### src/rtl/clksw_pkg.sv
// clksw_pkg: shared state encoding, counter widths and phase helper for the clock-switch scheduler
package clksw_pkg;
  typedef enum logic [1:0] {
    LS_RUN  = 2'd0,
    LS_STOP = 2'd1,
    HS_RUN  = 2'd2,
    HS_STOP = 2'd3
  } state_t;
  localparam int DIV_W  = 2;
  localparam int PH_W   = 3;
  localparam int DEAD_W = 4;
  function automatic logic [PH_W-1:0] phase_last(input logic [DIV_W-1:0] div);
    return PH_W'((1 << div) - 1);
  endfunction
endpackage

### src/rtl/clksw_sync.sv
// clksw_sync: multi-flop synchroniser for the BBC clock with rise/fall detection on hsclk
module clksw_sync #(
  parameter int STAGES = 2
) (
  input  logic hsclk,
  input  logic resetb,
  input  logic i_d,
  output logic o_s,
  output logic o_rise,
  output logic o_fall
);
  logic [STAGES-1:0] r_sync;
  logic              r_p;
  // shift the async input through the chain and keep one delayed copy for edge detect
  always_ff @(posedge hsclk or negedge resetb) begin
    if (!resetb) begin
      r_sync <= '0;
      r_p    <= 1'b0;
    end else begin
      r_sync <= {r_sync[STAGES-2:0], i_d};
      r_p    <= r_sync[STAGES-1];
    end
  end
  assign o_s    = r_sync[STAGES-1];
  assign o_rise = o_s & ~r_p;
  assign o_fall = ~o_s & r_p;
endmodule

### src/rtl/clksw_sched.sv
// clksw_sched: glitch-free CPU clock switch between divided hsclk and the resynchronised BBC clock
module clksw_sched
  import clksw_pkg::*;
#(
  parameter int DEAD_CYCLES = 2,
  parameter int SYNC_STAGES = 2
) (
  input  logic             hsclk,
  input  logic             resetb,
  input  logic             lsclk_in,
  input  logic             hs_req,
  input  logic [DIV_W-1:0] cpuclk_div_sel,
  output logic             cpu_ck_phi2,
  output logic             hs_selected,
  output logic             ls_selected,
  output logic             switching
);
  localparam logic [DEAD_W-1:0] DEAD_LOAD = DEAD_W'(DEAD_CYCLES - 1);
  state_t              r_state, w_nxt;
  logic                r_ck, w_ck, r_abort, w_abort, r_hs, r_ls, r_sw;
  logic [DEAD_W-1:0]   r_dead, w_dead;
  logic [PH_W-1:0]     r_phase, w_phase;
  logic [DIV_W-1:0]    r_div, w_div;
  logic                w_ls_s, w_rise, w_fall;
  clksw_sync #(.STAGES(SYNC_STAGES)) u_sync (
    .hsclk  (hsclk),
    .resetb (resetb),
    .i_d    (lsclk_in),
    .o_s    (w_ls_s),
    .o_rise (w_rise),
    .o_fall (w_fall)
  );
  // next-state and clock decisions; every switch passes through a stop state with the clock low
  always_comb begin
    w_nxt   = r_state;
    w_ck    = r_ck;
    w_dead  = r_dead;
    w_phase = r_phase;
    w_div   = r_div;
    w_abort = r_abort;
    case (r_state)
      LS_RUN: begin
        w_ck = w_ls_s;
        if (hs_req && w_fall) begin
          w_nxt   = LS_STOP;
          w_dead  = DEAD_LOAD;
          w_abort = 1'b0;
        end
      end
      LS_STOP: begin
        w_ck    = 1'b0;
        w_dead  = (r_dead == '0) ? r_dead : r_dead - 1'b1;
        w_abort = r_abort | ~hs_req;
        if (w_abort) begin
          if (w_rise) begin
            w_nxt = LS_RUN;
            w_ck  = 1'b1;
          end
        end else if (r_dead == '0) begin
          w_nxt   = HS_RUN;
          w_phase = '0;
          w_div   = cpuclk_div_sel;
        end
      end
      HS_RUN: begin
        if (r_phase == phase_last(r_div)) begin
          w_phase = '0;
          w_ck    = ~r_ck;
          if (!r_ck) w_div = cpuclk_div_sel;
          else if (!hs_req) begin
            w_nxt  = HS_STOP;
            w_dead = DEAD_LOAD;
          end
        end else w_phase = r_phase + 1'b1;
      end
      HS_STOP: begin
        w_ck = 1'b0;
        if (r_dead != '0) w_dead = r_dead - 1'b1;
        else if (w_rise) begin
          w_nxt = LS_RUN;
          w_ck  = 1'b1;
        end
      end
      default: w_nxt = LS_RUN;
    endcase
  end
  // register state, clock and status together so the status always matches the state
  always_ff @(posedge hsclk or negedge resetb) begin
    if (!resetb) begin
      r_state <= LS_RUN;
      r_ck    <= 1'b0;
      r_dead  <= '0;
      r_phase <= '0;
      r_div   <= '0;
      r_abort <= 1'b0;
      r_hs    <= 1'b0;
      r_ls    <= 1'b1;
      r_sw    <= 1'b0;
    end else begin
      r_state <= w_nxt;
      r_ck    <= w_ck;
      r_dead  <= w_dead;
      r_phase <= w_phase;
      r_div   <= w_div;
      r_abort <= w_abort;
      r_hs    <= (w_nxt == HS_RUN);
      r_ls    <= (w_nxt == LS_RUN);
      r_sw    <= (w_nxt == LS_STOP) || (w_nxt == HS_STOP);
    end
  end
  assign cpu_ck_phi2 = r_ck;
  assign hs_selected = r_hs;
  assign ls_selected = r_ls;
  assign switching   = r_sw;
endmodule

### config.mk
export PLATFORM = sky130hd
export DESIGN_NAME = clksw_sched
export DESIGN_NICKNAME = d
export VERILOG_FILES = /design/src/rtl/clksw_pkg.sv /design/src/rtl/clksw_sync.sv /design/src/rtl/clksw_sched.sv
export SDC_FILE = /design/constraint.sdc
export NUM_CORES = 1
export LEC_CHECK = 0
export BUFFER_PORTS_ARGS = -buffer_cell sky130_fd_sc_hd__buf_2
export CAP_MARGIN = 20
export CORE_ASPECT_RATIO = 0.75
export CORE_MARGIN = 1
export CORE_UTILIZATION = 25
export DETAILED_ROUTE_END_ITERATION = 8
export RECOVER_POWER = 100
export REMOVE_ABC_BUFFERS = 1
export SYNTH_ARGS = -nofsm -noshare
export SYNTH_HDL_FRONTEND = slang
export SYNTH_SLANG_ARGS = --single-unit
### constraint.sdc
create_clock -name hsclk -period 4.4 [get_ports hsclk]
set_input_delay 0 -clock hsclk [delete_from_list [all_inputs] [get_ports hsclk]]
set_output_delay 0 -clock hsclk [all_outputs]
set_load 0.02 [all_outputs]
[Yosys cells after proc, flatten, opt, wreduce, memory -nomap -nowiden]
Cells that the tools add are included.
Cells by class
  $add $sub $neg: 3
  equality and inequality tests: 16
  shifts and indexed selects: 1
  muxes and demuxes: 32
  bitwise operators: 7
  reduce and logical (&&, ||, !) cells: 12
Operator list (count)
  2-bit two-way mux: 12
  4-bit two-way mux: 6
  2-bit inequality test (second input constant): 9
  4-bit case mux with 4 select lines: 1
  3-bit two-way mux: 3
  2-bit equality test (second input constant): 4
  2-bit case mux with 4 select lines: 1
  3-bit case mux with 2 select lines: 1
  6-bit AND reduction: 1
  1-bit two-way mux: 5
  5-bit AND reduction: 1
  2-bit by 1-bit equality test with 1-bit output (second input constant): 2
  2-bit logical NOT: 2
  4-bit logical NOT: 1
  1-bit inverter: 4
  1-bit case mux with 4 select lines: 1
  2-bit case mux with 2 select lines: 1
  2-bit nonzero test: 2
  4-bit nonzero test: 1
  4-bit by 1-bit subtractor with 4-bit output (second input constant): 1
  3-bit by 1-bit adder with 3-bit output (second input constant): 1
  3-bit equality test: 1
  3-bit AND reduction: 1
  1-bit by 2-bit << shifter with 3-bit output (first input constant): 1
  7 further kinds: 8
Word-level totals
  register bits after elaboration: 19
  bits of input ports: 6
  output and inout bits: 4
  logic and storage cells: 82

[Depth between registers and ports, before layout]
Gate-level depths: netlist of run 1.
  word-level depth: 7
  depth in mapped cells: 7
  gate-level depth less buffers: 7

[Cells and area by module]
A second synthesis of run 1 with hierarchy kept.
Second synthesis, totals
  cells, all modules: 101
  area total of the unflattened synthesis: 982.2 um^2
Modules (own cells, without submodules)
  clksw_sched: times used 1, cells each 96, area each 892.1 um^2, seq. area each 376.6 um^2
  clksw_sync: times used 1, cells each 5, area each 90.1 um^2, seq. area each 75.1 um^2

[Worst setup path after synthesis of run 1]
Ideal clock, no wire load.
  kind: reg2reg
  from: reg r_dead[0]
  to: reg r_hs, in the netlist hs_selected
  library setup time: 65 ps
  arrival time: 1493 ps
  data required time: 4335 ps
  slack: 2842 ps
  cell stages (with the launch flop): 8
  buffers on the path: 0
  period minus slack after synthesis: 1558 ps
  cells stage by stage: dfrtp_1 -> inv_1 -> ha_1 -> nor3b_4 -> and3_1 -> o21ai_0 -> inv_1 -> o211a_1
On the way
  cells in the longest elaborated chain, start to end: 5
  elaborated cells on any way between the ends: 7
  classes of those cells: eq/ne (1); mux (4); reduce/logical (2)
Ends and longest elaborated chain
  start: declaration: line clksw_sched.sv:21  | logic [DEAD_W-1:0] r_dead, w_dead;
  start signal: assignment: line clksw_sched.sv:102  | r_dead <= w_dead;
  4-bit logical NOT: line clksw_sched.sv:59  | end else if (r_dead == '0) begin
  2-bit two-way mux: line clksw_sched.sv:59
  2-bit two-way mux: line clksw_sched.sv:54  | if (w_abort) begin
  2-bit case mux with 4 select lines *: line clksw_sched.sv:41  | case (r_state)
  via w_nxt[1]: line clksw_sched.sv:19  | state_t r_state, w_nxt;
  2-bit equality test *: line clksw_sched.sv:106  | r_hs <= (w_nxt == HS_RUN);
  end signal: assignment: line clksw_sched.sv:106
  end: declaration: line clksw_sched.sv:20  | logic r_ck, w_ck, r_abort, w_abort, r_hs, r_ls, r_sw;
The timed path passes the listed nets; every way through them passes the cells marked *.
A chain may end at the register's enable or synchronous reset.

[Worst setup path after layout of run 1]
  from: reg r_dead[0]
  to: reg r_ls, in the netlist ls_selected
On the way
  cells in the longest elaborated chain, start to end: 5
  elaborated cells on any way between the ends: 7
  classes of those cells: mux (4); reduce/logical (3)
Ends and longest elaborated chain
  4-bit logical NOT: line clksw_sched.sv:59
  2-bit two-way mux: line clksw_sched.sv:59
  2-bit two-way mux: line clksw_sched.sv:54
  2-bit case mux with 4 select lines *: line clksw_sched.sv:41
  2-bit logical NOT *: line clksw_sched.sv:107  | r_ls <= (w_nxt == LS_RUN);
  end signal: assignment: line clksw_sched.sv:107
  end: declaration: line clksw_sched.sv:20
Every way passes the cells marked *; elsewhere a longest branch is shown, timed or not.

==> results.yml, run 1 <==
status:
  outcome: "finished, final reports clean"
synth:
  synth.mux.area_fraction_pct: 2.73
  synth_compound_area_share_pct: 25.8
  ys_ff_latch: 18
  yosys_warnings: 0
  synth-xor-area-share_pct: 0.765
  yosys.area_share.simple_pct: 23.4
  yosysSeqAreaShare_pct: 39.5
  synth_top_family_by_area: "compound AO/OA/AOI/OAI gates"
  synth-adder-area-share_pct: 2.19
  synth_cell_type_count: 47
  ys_dominant_reg_cell: "dfrtp_1"
  synth.area.top_cells: "dfrtp_1 (37%), a31oi_1 (3.8%), nand3_1 (3.5%), o21ai_0 (2.6%), a22oi_1 (2.6%)"
  synth_cells: 118
  synth_top_area_share_pct: 37.2
  yosysTopAreaCell: "dfrtp_1"
  avgSynthCellArea_um2: 9.70
  synth_edf_count: 0
  syn_area_um2: 1140
  yosys-top-cells-count: "dfrtp_1 (17), inv_1 (8), nand2_1 (8), nand3_1 (8), a31oi_1 (7)"
  ys_async_sr_fraction_pct: 100
  synth.most_common_cell: "dfrtp_1"
setup_path:
  critPathKind: "reg -> reg"
  worstReg2RegEnd: "ls_selected"
  regToRegSetupSlack_ns: 2.13
  reg2reg_from: "r_dead[0]"
  cp_max_fo: 8
  crit_required_ns: 4.60
  end_kind: "flop"
  rr_worst_depth: 6
  setup.worst_path.start: "r_dead[0]"
  start_kind: "flop"
  arrival_ns: 2.47
power_and_ir_drop:
  peakVddDrop_uv: 210
  power_density_nw_per_um2: 697
  leakage_nw: 0.499
place:
  place.port_buffers: 9
  dp_hpwl_um: 1750
  place_ws_ns: 2.66
  gp_congestion: 0.789
die:
  initial_core_util_pct: 27.1
  core_um2: 4230
  die_w_um: 80.1
  pin_count: 10
  chipHeight_um: 60.6
  die_area_um2: 4860
  row_count: 20
timing:
  tightest_slew_ns: 1.02
  fin_ws_ns: 2.13
  period_needed_ns: 2.27
  finalHoldViolations: 0
  max_freq_ghz: 0.440
  setup-violations-final: 0
  rsz0062_at_grt: "false"
  post-route-period-util_pct: 51.6
  setup-tns-final_ns: 0
  skew_ns: 0.00545
  slew_headroom_pct: 31.7
  slew_viol_final: 0
routing:
  drc: 0
  drt_iter0_markers: 97
  drtAntennaViolNets: 0
  vias: 980
  detail_route.first_pass.iterations: 4
  viasPerCell: 5.38
  drt_wl_total_um: 2470
  wl_per_cell_um: 13.6
grt:
  grt_usage_pct: 11.3
  antenna_found_initial: 0
  grt_remaining_overflow: 0
  grt_pass1_vias: 859
  grt_max_degree: 19
  grt_pass1_wl_um: 4110
clocking:
  tritoncts: "yes"
  cts_max_path_buffers: 2
  clk_pin_slew_ns: 0.07
  cts_made_buffers: 3
  cts_sinks: 18
  post_cts_buffers: 0
  ctsRootBufferMaster: "clkbuf_8"
  clkLatencyLatePin_ns: 0.26
  cts.htree.levels: 1
  cts_resized: 0
min_path:
  min_path_type: "in -> reg"
  hold_path_end: "r_div[0]"
  worst_hold_startpoint: "cpuclk_div_sel[0]"
  worstHoldPathCells: 3
layout:
  antenna_cells: 0
  syn_to_final_growth_pct: 9.84
  finalNetCount: 136
  drive_gt1_share_pct: 15.7
run:
  drv_cap: 0
## cells by family after synthesis
kind of cell | after synthesis
DFF | 18
muxes | 3
and+or+nand+nor | 41
xor gates and xnor gates | 1
AOI/OAI and AO/OA | 39
buffers and inverters | 14
adders and majority gates | 2
## per-stage QoR
stage | util (%) | power, mW | area (µm²) | std cells | hold slack, ns
after floorplan | - | 0.665 | 1110 | 112 | -0.296
after global placement | 28.9 | 0.763 | 1220 | 176 | -0.0501
after detailed placement | 28.9 | 0.778 | 1220 | 176 | -0.0327
after CTS | 30.5 | 0.903 | 1290 | 182 | 0.0280
after global routing | 29.7 | 0.947 | 1260 | 182 | 0.0423
final | 29.7 | 0.876 | 1260 | 182 | 0.0325
## worst max path at each step
| stage | to | depth (start not counted) |
|---|---|---|
| 3_3_place_gp | hs_selected | 7 |
| 6_report | ls_selected | 6 |
| 3_5_place_dp | r_dead[3] | 4 |
| 5_1_grt | ls_selected | 6 |
| 4_1_cts | hs_selected | 7 |
| 2_1_floorplan | hs_selected | 7 |
## routing by layer
metal | vias to the layer above | GRT usage [%] | wire length (µm)
li1 | 465 | - | -
met1 | 481 | 15.9 | 1270
met2 | 31 | 16.2 | 1010
met3 | 3 | 3.76 | 156
met4 | 0 | 4.34 | 25
met5 | - | 0 | 0
## what timing repair did
action | CTS | global route
hold buffers | 2 | 0
hold endpoints to repair | 18 | 0
endpoints found under the setup margin | 0 | 0
## placed cells by master (no fill, tap or decap), types with 2 or more instances in the layout
cell type,netlist,layout
a21oi_1,3,3
inv_1,8,8
mux2i_1,2,2
a22oi_1,4,4
buf_2,0,4
and2_2,2,2
clkbuf_1,3,6
a31oi_1,7,7
dlygate4sd3_1,0,2
nor2b_1,2,2
clkbuf_8,0,3
o21ai_0,6,7
o31ai_1,2,2
nand3b_1,3,3
nand2_1,8,8
o2111ai_1,2,2
and3_1,2,2
ha_1,2,2
dfrtp_1,17,17
nand3_1,8,8
nor2_1,3,3
o211ai_1,2,2
nand2b_1,4,4
a31o_2,2,2
## layout make-up
type / instances / area [µm²]
repair buffers: 11 / 58.8
clock buffers: 4 / 45.0
inverters: 8 / 30.0
well taps: 55 / 68.8
flip-flops and latches: 18 / 452
multi-input cells: 86 / 603
fillers: 442 / 2970
## where the power goes
| part | switching, mW | leakage [nW] | internal [mW] | total, mW |
|---|---|---|---|---|
| Sequential | 0.116 | 0.215 | 0.232 | 0.348 |
| Combinational | 0.225 | 0.261 | 0.184 | 0.409 |
| Clock | 0.0542 | 0.0228 | 0.0644 | 0.119 |
| Total | 0.396 | 0.499 | 0.481 | 0.876 |
## state kept, by name (all words and copies together), names as in the netlist
name	cells
cpu_ck_phi2	1
u_sync.r_p	1
r_phase	3
r_div	2
r_state	2
u_sync.r_sync	2
ls_selected	1
r_dead	4
hs_selected	1
r_abort	1
## critical path: stages (launching register included)
cell	delay, ns
dfrtp_1	0.40
inv_1	0.11
ha_1	0.20
nor3b_1	0.73
mux2i_1	0.16
o21ai_0	0.36
o221a_1	0.25
Note: power is estimated with default switching activity, not from simulation.
==> inputs of run 2 (changes only) <==
Clock period 4.4 ns to 1.9 ns, I/O delays scaled along.
==> run 2 against run 1 <==
Power rose by 140%. Maximum frequency rose by 31%. Clock power rose by 130%. Via count rose by 0.31%. Largest power group unchanged.
==> results.yml, run 2 (synthesis gave the netlist of run 1 again) <==
die:
  core_um2: 4230
  row_count: 20
  die_w_um: 80.1
  pin_count: 10
  die_area_um2: 4860
  initial_core_util_pct: 27.1
  chipHeight_um: 60.6
routing:
  drt_wl_total_um: 2600
  drt_iter0_markers: 135
  detail_route.first_pass.iterations: 4
  drc: 0
  drtAntennaViolNets: 0
  wl_per_cell_um: 14.0
  vias: 983
  viasPerCell: 5.28
place:
  place.port_buffers: 9
  place_ws_ns: 0.154
  gp_congestion: 0.791
  placedCellCount: 178
  placed_cell_area_um2: 1240
  dp_hpwl_um: 1870
status:
  outcome: "finished, final reports clean"
power_and_ir_drop:
  power_density_nw_per_um2: 1640
  leakage_nw: 0.521
  peakVddDrop_uv: 443
  p_total_mw: 2.15
layout:
  drive_gt1_share_pct: 20.6
  syn_to_final_growth_pct: 14.5
  mostFrequentLayoutCells: "dfrtp_1 (17), nand2_1 (8), inv_1 (8), nand3_1 (8)"
  antenna_cells: 0
  layout.cells.non_filler: 186
  design_area_um2: 1310
  largest-register: "r_dead"
  fill_cells: 446
  reg_top3: "r_dead: 4 flops, r_phase: 3 flops"
  mostFrequentLayoutCell: "dfrtp_1"
  finalNetCount: 140
  largest_reg_flops: 4
setup_path:
  start_kind: "flop"
  path_delay_family: "compound AO/OA/AOI/OAI gates"
  cp_cell_sequence: "inv_1, ha_1, nor3b_4, buf_4, a31oi_1, o21ai_1, o221a_1"
  crit_required_ns: 2.09
  crit_buf_inv: 2
  critPathKind: "reg -> reg"
  cp_max_fo: 5
  regToRegSetupSlack_ns: 0.16
  critical-path-slowest-cell: "dfrtp_1"
  slowest_delay_ns: 0.40
  arrival_ns: 1.93
  end_kind: "flop"
grt:
  grt_pass1_wl_um: 4220
  grt_max_degree: 19
  grt_remaining_overflow: 0
  antenna_found_initial: 0
  grt_usage_pct: 11.4
  grt_pass1_vias: 915
timing:
  slew_viol_final: 0
  fin_ws_ns: 0.161
  rsz0062_at_grt: "false"
  tightest_slew_ns: 1.02
  post-route-period-util_pct: 91.5
  finalHoldViolations: 0
  max_freq_ghz: 0.575
  slew_headroom_pct: 32.2
  skew_ns: 0.00368
  period_needed_ns: 1.74
  setup-tns-final_ns: 0
  setup-violations-final: 0
clocking:
  clk_pin_slew_ns: 0.07
  ctsRootBufferMaster: "clkbuf_8"
  clkLatencyLatePin_ns: 0.25
  cts.htree.levels: 1
  tritoncts: "yes"
  cts_made_buffers: 3
  cts_sinks: 18
  cts_max_path_buffers: 2
min_path:
  min_path_type: "in -> reg"
run:
  drv_cap: 0
run 2: cell types whose count changed in the layout (fill, tap and decap cells not counted), sizes merged:
cell  delta
buf      +4
run 2: path summary, 6_finish.rpt:
path,to,depth (start not counted),from
worst max-delay path,ls_selected,7,r_dead[0]
worst min-delay path,r_div[0],3,cpuclk_div_sel[0]
worst max register to register,ls_selected,7,r_dead[0]
worst min register to register,u_sync.r_sync[1],0,u_sync.r_sync[0]
max in group asynchronous,hs_selected,2,resetb
min in group asynchronous,u_sync.r_p,2,resetb
run 2: per-stage QoR:
step | hold slack (ns) | util, %
after floorplan | -0.296 | -
after global placement | -0.0475 | 29.3
after detailed placement | -0.0371 | 29.3
after CTS | 0.0310 | 30.8
after global routing | 0.0539 | 31.0
final | 0.0304 | 31.0
run 2: metal layers:
layer,vias to the layer above,global-route usage (%),routed length [µm]
li1,475,-,-
met1,469,15.8,1270
met2,35,17.3,1150
met3,4,3.61,167
met4,0,3.06,14
met5,-,0,0
run 2: repair_timing:
item	4_1_cts	5_1_grt
hold buffers	2	0
setup buffers	0	2
endpoints found under the setup margin	0	3
resized for setup	0	1
endpoints found under the hold margin	18	0
run 2: where the power goes:
group          internal (mW)  switching, mW
logic                  0.492          0.614
registers              0.539          0.229
clock network          0.149          0.123
total                   1.18          0.966
run 2: layout make-up:
| type | instances | area [µm²] | share of cell area (%) |
|---|---|---|---|
| Tap cell | 55 | 68.8 | 5.25 |
| Clock buffer | 4 | 45.0 | 3.44 |
| Sequential cell | 18 | 452 | 34.4 |
| Multi-Input combinational cell | 86 | 629 | 48.0 |
| Inverter | 8 | 30.0 | 2.29 |
| Timing Repair Buffer | 15 | 86.3 | 6.58 |
run 2: worst min-delay path, cell delays in order:
cell and delay [ns]:
buf_2 0.09, nand3_1 0.07, o211ai_1 0.09
